<file path="src/rtl/tx_scrambler_pkg.sv">
// tx_scrambler_pkg: state encoding, PPDU field positions and seed helpers
// shared by the scrambler, its LFSR and the bench.
package tx_scrambler_pkg;
   typedef enum logic [1:0] {
      SIGNAL_T  = 2'd0,
      SERVICE_T = 2'd1,
      DATA_T    = 2'd2
   } state_t;
   localparam int SIGNAL_BITS = 24;
   localparam int SERVICE_BITS = 16;
   localparam int LEN_LSB = 5;
   localparam int LEN_MSB = 16;
   localparam logic [6:0] DEFAULT_SEED = 7'h7F;
   function automatic logic [6:0] fix_seed(input logic [6:0] s);
      return (s == 7'd0) ? DEFAULT_SEED : s;
   endfunction
   // Frame id walks 1..127 and never reaches 0, so it is always a legal seed.
   function automatic logic [6:0] next_frame_id(input logic [6:0] id);
      return (id == 7'h7F) ? 7'h01 : id + 7'd1;
   endfunction
endpackage

</file>
<file path="src/rtl/tx_scrambler_if.sv">
// tx_scrambler_if: serial bit-stream bus into and out of the scrambler;
// seed_in exists only when TX_SCRAMBLER_AUTOSEED_EN is undefined.
interface tx_scrambler_if;
   logic data_in;
   logic data_in_valid;
   logic data_out;
   logic data_out_valid;
   logic frame_done;
`ifdef TX_SCRAMBLER_AUTOSEED_EN
   modport master (output data_in, data_in_valid, input data_out, data_out_valid, frame_done);
   modport slave (input data_in, data_in_valid, output data_out, data_out_valid, frame_done);
`else
   logic [6:0] seed_in;
   modport master (output data_in, data_in_valid, seed_in, input data_out, data_out_valid, frame_done);
   modport slave (input data_in, data_in_valid, seed_in, output data_out, data_out_valid, frame_done);
`endif
endinterface

</file>
<file path="src/rtl/tx_scrambler_lfsr.sv">
// scr_lfsr7: x^7+x^4+1 scrambler LFSR; state bit s[k] is held in s_q[k-1].
module scr_lfsr7 (
   input  logic       clk,
   input  logic       rst,
   input  logic       load,
   input  logic [6:0] seed,
   input  logic       advance,
   output logic       fb
);
   logic [6:0] s_q, s_d;
   assign fb = s_q[3] ^ s_q[6];
   always_comb s_d = load ? seed : advance ? {s_q[5:0], fb} : s_q;
   always_ff @(posedge clk) s_q <= rst ? 7'd0 : s_d;
endmodule

</file>
<file path="src/rtl/tx_scrambler.sv">
// tx_scrambler: 802.11a-style PPDU bit scrambler, SIGNAL passed through, SERVICE+DATA scrambled.
// Define TX_SCRAMBLER_AUTOSEED_EN to drop seed_in and seed from an internal frame counter.
module tx_scrambler
   import tx_scrambler_pkg::*;
(
   input logic           Clk,
   input logic           Reset,
   tx_scrambler_if.slave bus
);
   localparam int CW = 15;
   state_t state_q, state_d;
   logic [CW-1:0] cnt_q, cnt_d, data_last;
   logic [11:0] len_q, len_d;
   logic data_out_q, data_out_d, data_out_valid_q, data_out_valid_d, frame_done_q, frame_done_d;
   logic vld, last, fb, load, advance;
   logic [6:0] seed;
   assign vld = bus.data_in_valid;
   assign data_last = {len_q, 3'b000} - CW'(1);
   assign last = (state_q == SIGNAL_T) ? (cnt_q == CW'(SIGNAL_BITS - 1)) :
                 (state_q == SERVICE_T) ? (cnt_q == CW'(SERVICE_BITS - 1)) : (cnt_q == data_last);
`ifdef TX_SCRAMBLER_AUTOSEED_EN
   logic [6:0] frame_id_q, frame_id_d;
   always_comb frame_id_d = load ? next_frame_id(frame_id_q) : frame_id_q;
   always_ff @(posedge Clk) frame_id_q <= Reset ? 7'h01 : frame_id_d;
   assign seed = fix_seed(frame_id_q);
`else
   assign seed = fix_seed(bus.seed_in);
`endif
   always_ff @(posedge Clk) begin
      if (Reset) begin
         state_q <= SIGNAL_T;
         cnt_q <= '0;
         len_q <= '0;
         data_out_q <= 1'b0;
         data_out_valid_q <= 1'b0;
         frame_done_q <= 1'b0;
      end else begin
         state_q <= state_d;
         cnt_q <= cnt_d;
         len_q <= len_d;
         data_out_q <= data_out_d;
         data_out_valid_q <= data_out_valid_d;
         frame_done_q <= frame_done_d;
      end
   end
   always_comb begin
      state_d = state_q;
      if (vld && last)
         state_d = (state_q == SIGNAL_T) ? SERVICE_T :
                   (state_q == SERVICE_T && len_q != 12'd0) ? DATA_T : SIGNAL_T;
   end
   // LENGTH arrives LSB-first in SIGNAL bits LEN_LSB..LEN_MSB.
   always_comb begin
      cnt_d = !vld ? cnt_q : last ? '0 : cnt_q + CW'(1);
      len_d = len_q;
      for (int i = 0; i <= LEN_MSB - LEN_LSB; i++)
         if (vld && state_q == SIGNAL_T && cnt_q == CW'(LEN_LSB + i)) len_d[i] = bus.data_in;
   end
   always_comb begin
      load = vld && last && state_q == SIGNAL_T;
      advance = vld && state_q != SIGNAL_T;
      data_out_d = !vld ? data_out_q : (state_q == SIGNAL_T) ? bus.data_in : bus.data_in ^ fb;
      data_out_valid_d = vld;
      frame_done_d = vld && last && (state_q == DATA_T || (state_q == SERVICE_T && len_q == 12'd0));
   end
   scr_lfsr7 u_lfsr (
      .clk     (Clk),
      .rst     (Reset),
      .load    (load),
      .seed    (seed),
      .advance (advance),
      .fb      (fb)
   );
   assign bus.data_out = data_out_q;
   assign bus.data_out_valid = data_out_valid_q;
   assign bus.frame_done = frame_done_q;
endmodule

</file>
<file path="src/flat_wrapper.sv">
// flat-port wrapper written by rule: the top's interface ports become plain ports
module tx_scrambler_flat import tx_scrambler_pkg::*;
  (Clk, Reset, bus_data_in, bus_data_in_valid, bus_seed_in, bus_data_out, bus_data_out_valid, bus_frame_done);
  tx_scrambler_if bus_i ();
  input logic Clk;
  input logic Reset;
  input wire logic [$bits(bus_i.data_in)-1:0] bus_data_in;
  input wire logic [$bits(bus_i.data_in_valid)-1:0] bus_data_in_valid;
  input wire logic [$bits(bus_i.seed_in)-1:0] bus_seed_in;
  output wire logic [$bits(bus_i.data_out)-1:0] bus_data_out;
  output wire logic [$bits(bus_i.data_out_valid)-1:0] bus_data_out_valid;
  output wire logic [$bits(bus_i.frame_done)-1:0] bus_frame_done;
  assign bus_i.data_in = bus_data_in;
  assign bus_i.data_in_valid = bus_data_in_valid;
  assign bus_i.seed_in = bus_seed_in;
  assign bus_data_out = bus_i.data_out;
  assign bus_data_out_valid = bus_i.data_out_valid;
  assign bus_frame_done = bus_i.frame_done;
  tx_scrambler u_core (.Clk(Clk), .Reset(Reset), .bus(bus_i));
endmodule
</file>
<file path="config.mk">
export PLATFORM = sky130hd
export DESIGN_NAME = tx_scrambler_flat
export DESIGN_NICKNAME = d
export VERILOG_FILES = /design/src/rtl/tx_scrambler_pkg.sv /design/src/rtl/tx_scrambler_if.sv /design/src/rtl/tx_scrambler_lfsr.sv /design/src/rtl/tx_scrambler.sv /design/src/flat_wrapper.sv
export SDC_FILE = /design/constraint.sdc
export NUM_CORES = 1
export LEC_CHECK = 0
export ABC_CLOCK_PERIOD_IN_PS = 3000
export CAP_MARGIN = 20
export CORE_MARGIN = 1
export CORE_UTILIZATION = 60
export CTS_BUF_LIST = sky130_fd_sc_hd__clkbuf_8
export CTS_CLUSTER_SIZE = 28
export DETAILED_ROUTE_END_ITERATION = 10
export PLACE_DENSITY = 0.8
export SYNTH_ARGS = -nofsm -noshare
export SYNTH_HDL_FRONTEND = slang
export SYNTH_HIERARCHICAL = 1
export SYNTH_SLANG_ARGS = --single-unit
</file>
<file path="constraint.sdc">
create_clock -name Clk -period 3 [get_ports Clk]
set_input_delay 0.3 -clock Clk [delete_from_list [all_inputs] [get_ports Clk]]
set_output_delay 0.3 -clock Clk [all_outputs]
set_load 0.02 [all_outputs]
</file>
### After elaboration in Yosys (flattened, before gate mapping)

Cells that the tools add are included.
W data, S select, Z words.

| operators by class | value |
|---|---|
| add/subtract/negate cells | 2 |
| equal/unequal tests | 16 |
| muxes and demuxes | 9 |
| bitwise gates (word level) | 2 |
| reductions and logical operators | 26 |

Operators with widths:

| operator | count |
|---|---|
| $eq A15 B4 Y1 const B | 8 |
| $eq A15 B3 Y1 const B | 3 |
| $eq A15 B5 Y1 const B | 2 |
| $mux W7 | 3 |
| $logic_and A1 B1 Y1 | 19 |
| $add A15 B1 Y15 const B | 1 |
| $eq A15 B15 Y1 | 1 |
| $mux W15 | 1 |
| $sub A15 B1 Y15 const B | 1 |
| $logic_not A12 Y1 | 1 |
| $reduce_bool A12 Y1 | 1 |
| $logic_not A7 Y1 | 1 |
| $mux W2 | 2 |
| $reduce_bool A2 Y1 | 2 |
| $mux W1 | 3 |
| $eq A2 B1 Y1 const B | 1 |
| $eq A2 B2 Y1 const B | 1 |
| $logic_not A2 Y1 | 1 |
| $xor A1 B1 Y1 | 2 |
| $logic_or A1 B1 Y1 | 1 |

| storage, ports and cells | value |
|---|---|
| register bits after elaboration | 39 |
| bits of input ports | 11 |
| word-level logic and storage cells | 73 |

### Longest topological paths before layout

| logic depth | value |
|---|---|
| depth in word-level cells | 7 |
| gate-level depth with buffers | 10 |
| depth with buffers taken out | 8 |

### By module

The synthesis kept the hierarchy.

By module, submodules not included:

| module | instances | cells each | area each (µm²) | sequential area each (µm²) |
|---|---|---|---|---|
| tx_scrambler | 1 | 270 | 2204.6 | 640.6 |
| scr_lfsr7 | 1 | 34 | 359.1 | 140.1 |

### Least setup slack after synthesis

Ideal clock, no wire load.

| path | value |
|---|---|
| path type | reg-to-reg |
| from | reg u_core.len_q[0] |
| to | reg u_core.cnt_q[0] |
| arrival time | 2.236 ns |
| path slack | 0.639 ns |
| stages on the path, launching flop included | 11 |
| path buffers | 2 |
| cells stage by stage | dfxtp_1 > clkbuf_1 > inv_1 > ha_1 > or4b_4 > nor4_2 > o211ai_2 > a211oi_2 > and4b_4 > buf_12 > nor3_2 |

| between the ends | value |
|---|---|
| word-level cells in the longest chain between the ends | 5 |

Ends and longest elaborated chain:

| element | line | source |
|---|---|---|
| start, declared | tx_scrambler.sv:13 | `logic [11:0] len_q, len_d;` |
| start signal, assigned | tx_scrambler.sv:40 | `len_q <= len_d;` |
| $sub A15 B1 Y15 | tx_scrambler.sv:18 | `assign data_last = {len_q, 3'b000} - CW'(1);` |
| $eq A15 B15 Y1 | tx_scrambler.sv:20 | `(state_q == SERVICE_T) ? (cnt_q == CW'(SERVICE_BITS - 1)) : (cnt_q == data_last);` |
| $mux W1 | tx_scrambler.sv:20 |  |
| $mux W1 | tx_scrambler.sv:19 | `assign last = (state_q == SIGNAL_T) ? (cnt_q == CW'(SIGNAL_BITS - 1)) :` |
| $mux W15 | tx_scrambler.sv:54 | `cnt_d = !vld ? cnt_q : last ? '0 : cnt_q + CW'(1);` |
| end signal, assigned | tx_scrambler.sv:39 | `cnt_q <= cnt_d;` |
| end, declared | tx_scrambler.sv:12 | `logic [CW-1:0] cnt_q, cnt_d, data_last;` |

No other way between the ends.
A chain may end at the register's enable or synchronous reset.

### Final worst setup path

| path | value |
|---|---|
| from | reg u_core.len_q[0] |
| to | reg u_core.cnt_q[7] |

The elaborated chain is that of the path after synthesis.

==> metrics.txt <==
RSZ-0062 raised after global routing no; Clock Root Buffer clkbuf_8; Clock Tree Buf Depth 2; Ys Warns 6; Setup WS post-layout 0.3947 ns; DR DRC count 0; Post-synth top cells 39 x dfxtp_1, 25 x nor2_1, 18 x nand2_1; antenna violations before repair 0; Buf/Inv on CP 1; total grt overflow 0; num ports 14; Area Overhead vs Synth 10.49%; CP max stage cell or4b_4; Final Hold Vio Count 0; input/output buffers 13; global-route wire length before repair 8.859 mm; crit end category flop; number of global-route vias before repair 1904; Synth Area in XOR/XNOR 9.566%; Worst Setup Path Type reg2reg; worst hold path class reg2reg; Antenna diodes 0; synth unique cells 54; post-route clock period utilization 86.84%; drt first pass iters 4; Initial Utilization 63.18%; Setup Buffers After CTS 0; routed via count 2195; post_cts resized 0; Synth Area in Compound Gates 12.30%; fin crit period 2.605 ns; number of flops mapped to enable cells by yosys 0; CTS hold repair buffers 0; vias per inst 6.064; cts bufs inserted 5; Final ANT Viol Nets 0; LEAKAGE between 1 and 1.5 nW; status finished, final reports clean; crit-path max cell delay approximately 0.53 ns; family with the most delay on the worst path simple AND/OR/NAND/NOR gates; largest family of logic cells by synthesized area simple AND/OR/NAND/NOR gates; Slew @ Worst Pin 0.7689 ns; Post-Synth Adder-Cell Area 2.440%; layout cells sized above 1 between 10% and 20%; dpl ws 0.4387 ns; Cell Chain, Critical Path inv_1, ha_1, or4b_4, nor4_2, o211ai_2, a211oi_2, and4b_4, nor3_1; Clock Latency Late Sink ~0.29 ns; Worst Path Required roughly 3.2 ns; CTS sink cnt 39; # rows 23; register bit total from synthesis 39; Synth Cell Area 2564 um^2; DP Wirelength 4.109 mm; Iteration-0 DRC Markers 226; syn_nets 320; Syn Inst Count 304; nets 327; multiplexer share of the synthesized area under 10%; Mean Syn Cell Area approximately 8.4 um^2; Max Cap Viol 0; die outline area 4538 um^2; clk slew on worst S/H paths 0.08 ns; clock skew ~0.0065 ns; Setup Viol. Count Final 0; relative slew slack approximately 48%; pwr/cell area 391.0 nW/um^2; CP max FO 13; DIE WIDTH just under 70 um; Slew Viols, Final 0; RD Place Congestion 0.8672; DR WL/cell 15.30 um; Layout Utilization about 70%; simple-gate share of the synthesized area 34.21%; Post-Route WL 5.539 mm; Placeable Area 4058 um^2; sequential fraction of the synthesis area between 30% and 40%; maximum number of pins on one net before global-route repair 18; Startpoint Class flop; count leader, synth dfxtp_1; CTS tree yes; asr flop ratio synth 0%; fmax between 0.3 and 0.4 GHz; top-area cell type share of the netlist area 30.45%; final hold slack 0.5006 ns; Tot Pwr ~1.1 mW; Tot GR Track Use a little over a quarter; main area contributors after synthesis dfxtp_1 30%, mux2i_1 5.5%, xor2_1 5.1%; Vert. Die Dim 67.37 um; area leader, netlist dfxtp_1; arrival time worst endpoint 2.78 ns; Setup TNS 0 ns; Fill cells 331; Max IR drop VDD 0.0001969 V; Main synth FF type dfxtp_1; H-tree depth 2
==> final cells by class <==
| cell class | instances | area (um^2) | share of cell area (%) |
|---|---|---|---|
| well taps | 50 | 62.56 | 2.208 |
| repair buffers | 19 | 175.2 | 6.184 |
| multi-input cells | 237 | 1648 | 58.17 |
| inverters | 9 | 33.78 | 1.193 |
| clock inverters | 3 | 63.81 | 2.253 |
| clock buffers | 5 | 68.82 | 2.429 |
| flip-flops and latches | 39 | 780.7 | 27.56 |
==> kinds of logic (layout without fill, tap and decap cells) <==
group	count (synthesis)	in the layout
AOI/OAI and AO/OA	45	45
xor gates and xnor gates	28	28
adders and majority gates	5	5
buffers and inverters	28	36
DFF	39	39
muxes	14	14
and+or+nand+nor	145	145
==> flip-flops by register name (all words and copies together) (netlist names) <==
name / cells
u_core/bus.data_out_valid: 1
u_core/u_lfsr/s_q: 7
u_core/cnt_q: 15
u_core/state_q: 2
u_core/bus.frame_done: 1
u_core/bus.data_out: 1
u_core/len_q: 12
==> power breakdown <==
part	leakage [nW]	switching [mW]	total, mW	internal (mW)
clock network	0.0695	0.179	0.508	0.329
registers	0.315	0.00500	0.527	0.522
logic	0.685	0.0394	0.0724	0.0330
==> worst paths after layout <==
kind	start	to	slack [ns]	cells past startpoint
setup / recovery	u_core/len_q[0]	u_core/cnt_q[7]	0.39	8
hold / removal	u_core/bus.data_out	u_core/bus.data_out	0.50	2
setup reg to reg	u_core/len_q[0]	u_core/cnt_q[7]	0.39	8
hold reg to reg	u_core/bus.data_out	u_core/bus.data_out	0.50	2
==> placed cells by master, fill, tap and decap left out, types with 2 or more instances in the layout <==
master / synthesis / layout
a211o_1: 2 / 2
a211oi_1: 8 / 8
a21oi_1: 8 / 8
a31oi_1: 2 / 2
and3_1: 8 / 8
and3b_1: 2 / 2
and4b_1: 2 / 2
buf_4: 1 / 6
bufinv_16: 0 / 2
clkbuf_8: 0 / 5
clkdlybuf4s50_1: 0 / 13
dfxtp_1: 39 / 39
ha_1: 5 / 5
inv_1: 8 / 9
mux2i_1: 14 / 14
nand2_1: 18 / 18
nand2b_1: 8 / 8
nand3_1: 15 / 15
nand4_1: 4 / 4
nor2_1: 25 / 25
nor2b_1: 12 / 12
nor3_1: 12 / 12
nor3_2: 11 / 11
nor3b_1: 4 / 4
nor4_1: 6 / 6
nor4_2: 2 / 2
nor4b_1: 6 / 6
o21a_1: 4 / 4
o21ai_0: 8 / 8
o21bai_1: 2 / 2
or2_1: 2 / 2
xnor2_1: 13 / 13
xor2_1: 15 / 15
==> per-stage QoR <==
step	cells	area (um^2)
floorplan	304	2564
global placement	354	2700
detailed placement	354	2700
CTS	362	2833
global route	362	2833
finish	362	2833
==> worst register-to-register path, cell delays in order (launching register included) <==
cell	delay, ns
dfxtp_1	0.39
inv_1	0.10
ha_1	0.29
or4b_4	0.53
nor4_2	0.20
o211ai_2	0.12
a211oi_2	0.32
and4b_4	0.46
nor3_1	0.09
==> layer usage <==
layer,routed length (um),GRT usage (%)
met3,302,5.743
met4,135,11.44
met5,0,0
met2,2525,40.88
met1,2576,34.73
No activity file was read; power rests on OpenSTA's default activity.
